[config.mk]
export PLATFORM = sky130hd
export DESIGN_NAME = vm_multi_ctrl
export DESIGN_NICKNAME = d
export VERILOG_FILES = /design/src/rtl/vm_multi_pkg.sv /design/src/rtl/vm_item_table.sv /design/src/rtl/vm_multi_ctrl.sv
export SDC_FILE = /design/constraint.sdc
export NUM_CORES = 1
export LEC_CHECK = 0
export CELL_PAD_IN_SITES_DETAIL_PLACEMENT = 0
export CELL_PAD_IN_SITES_GLOBAL_PLACEMENT = 1
export CORE_MARGIN = 4
export CORE_UTILIZATION = 50
export CTS_CLUSTER_DIAMETER = 30
export CTS_CLUSTER_SIZE = 40
export DETAILED_ROUTE_END_ITERATION = 10
export PLACE_DENSITY = 0.95
export SLEW_MARGIN = 40
export SYNTH_ARGS = -nofsm -noshare
export SYNTH_HDL_FRONTEND = slang
export SYNTH_SLANG_ARGS = --single-unit
[constraint.sdc]
create_clock -name clk -period 8.6 [get_ports clk]
set_input_delay 1.29 -clock clk [delete_from_list [all_inputs] [get_ports clk]]
set_output_delay 1.29 -clock clk [all_outputs]
set_load 0.01 [all_outputs]
[src/rtl/vm_multi_pkg.sv]
// Shared types, coin encoding and coin valuation for the multi-slot vending controller.
package vm_multi_pkg;

  typedef enum logic [1:0] {
    ST_IDLE    = 2'b00,
    ST_VENDED  = 2'b01,
    ST_NOFUNDS = 2'b10,
    ST_SOLDOUT = 2'b11
  } status_e;

  typedef enum logic [1:0] {
    S_IDLE   = 2'b00,
    S_CREDIT = 2'b01,
    S_VEND   = 2'b10,
    S_RESULT = 2'b11
  } state_e;

  localparam logic [1:0] COIN_NONE = 2'b00;
  localparam logic [1:0] COIN_5    = 2'b01;
  localparam logic [1:0] COIN_10   = 2'b10;
  localparam logic [1:0] COIN_25   = 2'b11;

  function automatic logic [4:0] coin_value(input logic [1:0] code);
    case (code)
      COIN_5:  coin_value = 5'd5;
      COIN_10: coin_value = 5'd10;
      COIN_25: coin_value = 5'd25;
      default: coin_value = 5'd0;
    endcase
  endfunction

endpackage

[src/rtl/vm_item_table.sv]
// Per-slot stock/cost register file: one supplier write port, one vend decrement
// port, two read ports. A write to the slot being decremented takes priority.
module vm_item_table #(
  parameter int NUM_ITEMS = 8,
  parameter int COUNT_W   = 4,
  parameter int COST_W    = 8,
  parameter int ITEM_W    = $clog2(NUM_ITEMS)
) (
  input  logic               clk,
  input  logic               rst,
  input  logic               we,
  input  logic [ITEM_W-1:0]  waddr,
  input  logic [COUNT_W-1:0] wcount,
  input  logic [COST_W-1:0]  wcost,
  input  logic               dec,
  input  logic [ITEM_W-1:0]  daddr,
  input  logic [ITEM_W-1:0]  raddr_a,
  output logic [COUNT_W-1:0] count_a,
  output logic [COST_W-1:0]  cost_a,
  input  logic [ITEM_W-1:0]  raddr_b,
  output logic [COST_W-1:0]  cost_b
);

  logic [COUNT_W-1:0] stock_q [NUM_ITEMS];
  logic [COST_W-1:0]  cost_q  [NUM_ITEMS];

  always_ff @(posedge clk) begin
    if (rst) begin
      for (int i = 0; i < NUM_ITEMS; i++) begin
        stock_q[i] <= '0;
        cost_q[i]  <= '0;
      end
    end else begin
      for (int i = 0; i < NUM_ITEMS; i++) begin
        if (we && waddr == ITEM_W'(i)) begin
          stock_q[i] <= wcount;
          cost_q[i]  <= wcost;
        end else if (dec && daddr == ITEM_W'(i) && stock_q[i] != '0) begin
          stock_q[i] <= stock_q[i] - COUNT_W'(1);
        end
      end
    end
  end

  assign count_a = stock_q[raddr_a];
  assign cost_a  = cost_q[raddr_a];
  assign cost_b  = cost_q[raddr_b];

endmodule

[src/rtl/vm_multi_ctrl.sv]
// Multi-slot vending controller: coin credit, vend evaluation, restock arbitration.
// Optional refund/cancel input enabled by defining VM_REFUND_EN.
//
// state    | meaning
// S_IDLE   | no credit held
// S_CREDIT | credit held, accepting coins/select/restock
// S_VEND   | evaluate latched slot against stock and cost (one cycle)
// S_RESULT | outcome visible on status/product/change (one cycle)
module vm_multi_ctrl
  import vm_multi_pkg::*;
#(
  parameter int NUM_ITEMS = 8,
  parameter int COUNT_W   = 4,
  parameter int COST_W    = 8,
  parameter int BAL_W     = 16,
  parameter int ITEM_W    = $clog2(NUM_ITEMS)
) (
  input  logic               clk,
  input  logic               rst,
  input  logic [1:0]         coins,
  input  logic [ITEM_W-1:0]  buttons,
  input  logic               select,
  input  logic [ITEM_W-1:0]  item,
  input  logic [COUNT_W-1:0] count,
  input  logic [COST_W-1:0]  cost,
  input  logic               valid,
`ifdef VM_REFUND_EN
  input  logic               cancel,
`endif
  output logic [ITEM_W-1:0]  product,
  output logic [1:0]         status,
  output logic [BAL_W-1:0]   balance,
  output logic [COST_W-1:0]  info,
  output logic [BAL_W-1:0]   change
);

  localparam int CMP_W = (BAL_W > COST_W) ? BAL_W : COST_W;

  state_e             state, state_nxt;
  status_e            status_q;
  logic [ITEM_W-1:0]  slot_q;
  logic [COUNT_W-1:0] vend_count;
  logic [COST_W-1:0]  vend_cost, info_cost;
  logic [BAL_W:0]     bal_sum;
  logic [BAL_W-1:0]   bal_coin;
  logic [CMP_W-1:0]   bal_x, cost_x;
  logic               restock, vend_req, refund, in_stock, afford, vend_ok;

  vm_item_table #(
    .NUM_ITEMS(NUM_ITEMS), .COUNT_W(COUNT_W), .COST_W(COST_W), .ITEM_W(ITEM_W)
  ) u_table (
    .clk     (clk),
    .rst     (rst),
    .we      (restock),
    .waddr   (item),
    .wcount  (count),
    .wcost   (cost),
    .dec     (vend_ok),
    .daddr   (slot_q),
    .raddr_a (slot_q),
    .count_a (vend_count),
    .cost_a  (vend_cost),
    .raddr_b (buttons),
    .cost_b  (info_cost)
  );

  // Saturating accumulate; excess over the register range is discarded.
  assign bal_sum  = {1'b0, balance} + (BAL_W+1)'(coin_value(coins));
  assign bal_coin = bal_sum[BAL_W] ? '1 : bal_sum[BAL_W-1:0];

  assign bal_x    = CMP_W'(balance);
  assign cost_x   = CMP_W'(vend_cost);
  assign in_stock = (vend_count != '0);
  assign afford   = (bal_x >= cost_x);
  assign vend_ok  = (state == S_VEND) && in_stock && afford;

  always_ff @(posedge clk) begin
    if (rst) state <= S_IDLE;
    else     state <= state_nxt;
  end

  always_comb begin
    state_nxt = state;
    restock   = 1'b0;
    vend_req  = 1'b0;
    refund    = 1'b0;
    case (state)
      S_IDLE, S_CREDIT: begin
        restock = valid;
`ifdef VM_REFUND_EN
        refund  = cancel && (state == S_CREDIT);
`endif
        vend_req = select && !valid && !refund;
        if (vend_req)    state_nxt = S_VEND;
        else if (refund) state_nxt = S_IDLE;
        else             state_nxt = (bal_coin != '0) ? S_CREDIT : S_IDLE;
      end
      S_VEND:  state_nxt = S_RESULT;
      default: state_nxt = (bal_coin != '0) ? S_CREDIT : S_IDLE;
    endcase
  end

  always_ff @(posedge clk) begin
    if (rst) begin
      status_q <= ST_IDLE;
      product  <= '0;
      balance  <= '0;
      info     <= '0;
      change   <= '0;
      slot_q   <= '0;
    end else begin
      info   <= info_cost;
      change <= '0;
      if (vend_req) slot_q <= buttons;
      if (refund) begin
        balance  <= '0;
        change   <= balance;
        status_q <= ST_IDLE;
      end else if (state == S_VEND) begin
        if (!in_stock) begin
          status_q <= ST_SOLDOUT;
          balance  <= bal_coin;
        end else if (!afford) begin
          status_q <= ST_NOFUNDS;
          balance  <= bal_coin;
        end else begin
          // Coins landing during the vend cycle start the fresh post-vend credit.
          status_q <= ST_VENDED;
          product  <= slot_q;
          change   <= BAL_W'(bal_x - cost_x);
          balance  <= BAL_W'(coin_value(coins));
        end
      end else begin
        balance <= bal_coin;
      end
    end
  end

  assign status = status_q;

endmodule

==> flow_summary.ini <==
[status]
status = completed

[logic_synthesis]
synth_top_cell_by_area = edfxtp_1
ys_seq_area_share_pct = 49.0
synth.yosys.warnings = 0
synth.ff_latch_count = 149
mappedNetlistNets = 795
syn_area_per_cell_um2 = 10.8
yosys.area.top_type_share_pct = 35.8
asyncSetResetFlopFracSynth_pct = 0
synth_enable_flop_cells = 96
ys_dominant_reg_cell = edfxtp_1
synth_area_leaders = edfxtp_1 36%, dfxtp_1 13%, mux4_2 9.5%
postSynthCellCount = 748
post_synth_num_cell_types = 59
netlist_area_before_placement_mm2 = 0.00805

[sta]
period_needed_ns = 4.34
setup_total_negative_slack_ns = 0
timing_hold_violations_final = 0
finClkSkew_ns = 0.00881
report.final.slew_viol_count = 0
fin_worst_hold_slack_ns = 0.458
layout_worst_path_cycle_share_pct = 50.5
worst-slew-pin-transition_ns = 0.800
timing.max_slew.rel_slack_pct = 46.3
timing.fmax_mhz = 230
grt_setup_unrepaired = no
report.final.setup_viol = 0

[clock_network]
post_cts_buffers = 0
cts_hold_buf = 0
reg_clk_slew_reported_paths_ns = 0.06
htree_levels = 4
numClockSinks = 149
total_cts_buffers = 17
cts.root.buffer_cell = clkbuf_16
clock_insertion_delay_worst_skew_ns = 0.43
ctsLongestPathBuffers = 2
post_cts_resize_count = 0
cts_tree = yes

[layout]
syn2layout_area_growth_pct = 16.4
layout_commonest_cell = nor2_1
instances_no_fill = 1024
antennaDiodeCount = 0
layout_common_cells = 126 x nor2_1, 96 x edfxtp_1, 66 x clkdlybuf4s50_1, 51 x dfxtp_1, 46 x nand2_1
fillerInstances = 1311
nets = 843
fin_util_pct = 59.2
post_route_cells_drive_above_1_share_pct = 12.0

[global_route]
antenna_found_initial = 0
grt_remaining_overflow = 0
global_route_wire_length_before_repair_um = 32700
first_global_vias = 6225
grt_usage_pct = 23.5
largest_net_degree_at_the_start_of_global_routing = 70

[route]
vias = 6119
number_of_design_rule_violations_left_after_detail_routing = 0
antenna_violating_nets_post_route = 0
drt-vias-per-instance = 5.98
routedWlPerCell_um = 20.1
detail_route.first_pass.iterations = 5
routed_wirelength_um = 20600
drt-initial-drc-count = 604

[min_path]
hold_path_startpoint = product[0]
hold_end = product[0]
min_path_cells = 2
hold_path_class = reg2reg

[critical_path]
r2r-end = u_table.stock_q[1][2]
crit_fanout = 32
max_stage_delay_ns = 0.63
critPathArrivalTime_ns = 4.41
required_worst_endpoint_ns = 8.66
setup.worst_path.end_class = flop
worst_path_dominant_cell_family = compound AO/OA/AOI/OAI gates
critical_path_cell_with_the_highest_stage_delay = dfxtp_1
worst_setup_path_start_kind = flop
crit_buf_inv = 0
rr_worst_depth = 10
setup.worst_path.class = reg2reg
r2r_slack_ns = 4.26
worstPathCellList = mux4_2 -> mux2_2 -> ha_1 -> fa_1 -> nor2b_1 -> o21ai_0 -> a21oi_1 -> nor3_4 -> or3_4 -> o31ai_1

[floorplanning]
initial_utilization_pct = 50.9
placeable_core_region_mm2 = 0.0158
chipWidth_um = 135
die-area_mm2 = 0.0182
ioPinCount = 69
core.rowCount = 46
die_h_um = 135

[place]
placedCellCount = 993
dp.final_hpwl_um = 14400
placement.io_buffers = 68
gp_congestion = 0.910

[power_and_ir_drop]
pwr_density_cell_mw_per_mm2 = 195
total_power_mw = 1.83
worst_case_vdd_ir_drop_v = 0.000147
power_leakage_nw = 3.36

[flow_run]
cap_viol_max_count = 0
-- metrics by stage --
stage	area (um^2)	worst slack (ns)
CTS	9370	4.15
floorplan	8050	4.66
finish	9370	4.26
detailed placement	8830	4.23
global placement	8820	4.34
global route	9370	3.96
-- logic make-up after synthesis --
| family | Yosys count | share of synthesized area (%) |
|---|---|---|
| flops | 149 | 49.0 |
| xor+xnor | 28 | 3.05 |
| buf+inv | 84 | 4.51 |
| compound gates | 108 | 8.75 |
| simple gates | 297 | 18.3 |
| fa+ha+maj | 23 | 3.76 |
| mux | 59 | 12.7 |
-- metal layers --
metal | part of all wire, % | GRT usage [%] | vias up
met5 | 0 | 0 | -
met4 | 2.9 | 9.62 | 0
met3 | 9.1 | 6.48 | 52
met2 | 49 | 39.3 | 309
met1 | 39 | 28.8 | 2933
li1 | - | - | 2825
-- cell type report --
type                            count  area (um^2)  area share [%]
Sequential cell                   149         3950            42.1
Multi-Input combinational cell    515         3760            40.1
Timing Repair Buffer               73          708            7.56
Clock buffer                       17          425            4.54
Tap cell                          216          270            2.88
Inverter                           40          150            1.60
Clock inverter                     14          113            1.20
-- synth_stat cells, drive strengths merged, types with 3 or more instances --
| master | count |
|---|---|
| a211oi | 7 |
| a21o | 4 |
| a21oi | 41 |
| a311oi | 4 |
| and2 | 4 |
| and3 | 5 |
| buf | 15 |
| clkbuf | 29 |
| dfxtp | 53 |
| edfxtp | 96 |
| ha | 21 |
| inv | 40 |
| mux2i | 23 |
| mux4 | 34 |
| nand2 | 46 |
| nand2b | 19 |
| nand3 | 12 |
| nand4 | 7 |
| nor2 | 126 |
| nor2b | 8 |
| nor3 | 16 |
| nor3b | 3 |
| nor4 | 13 |
| o211ai | 3 |
| o21ai | 22 |
| o31a | 7 |
| o31ai | 4 |
| or2 | 6 |
| or3 | 7 |
| or4 | 16 |
| xnor2 | 18 |
| xor2 | 10 |
-- worst register-to-register path, cell delays in order (launching register included) --
cell     delay, ns
dfxtp_1       0.63
mux4_2        0.58
mux2_2        0.28
ha_1          0.21
fa_1          0.40
nor2b_1       0.17
o21ai_0       0.14
a21oi_1       0.31
nor3_4        0.12
or3_4         0.50
o31ai_1       0.64
-- where the power goes --
group	switching [mW]	leakage [nW]	internal, mW
logic	0.163	1.71	0.138
registers	0.0405	1.41	0.805
clock network	0.293	0.248	0.392
total	0.496	3.36	1.33
-- worst max-delay path by stage --
stage	start	end	slack, ns	cells past startpoint
after floorplan	flop	u_table.stock_q[0][0]	4.66	13
after global placement	flop	u_table.stock_q[3][0]	4.34	10
after detailed placement	flop	u_table.stock_q[1][2]	4.23	10
after CTS	flop	u_table.stock_q[1][2]	4.15	10
after global routing	flop	u_table.stock_q[2][1]	3.96	10
final	flop	u_table.stock_q[1][2]	4.26	10
-- registers in the layout (all words and copies together), names as in the netlist, named ones only --
register,flops
balance,16
change,16
info,8
product,3
slot_q,3
state,2
status,2
u_table.cost_q,64
u_table.stock_q,32
Note: power is estimated with default switching activity, not from simulation.
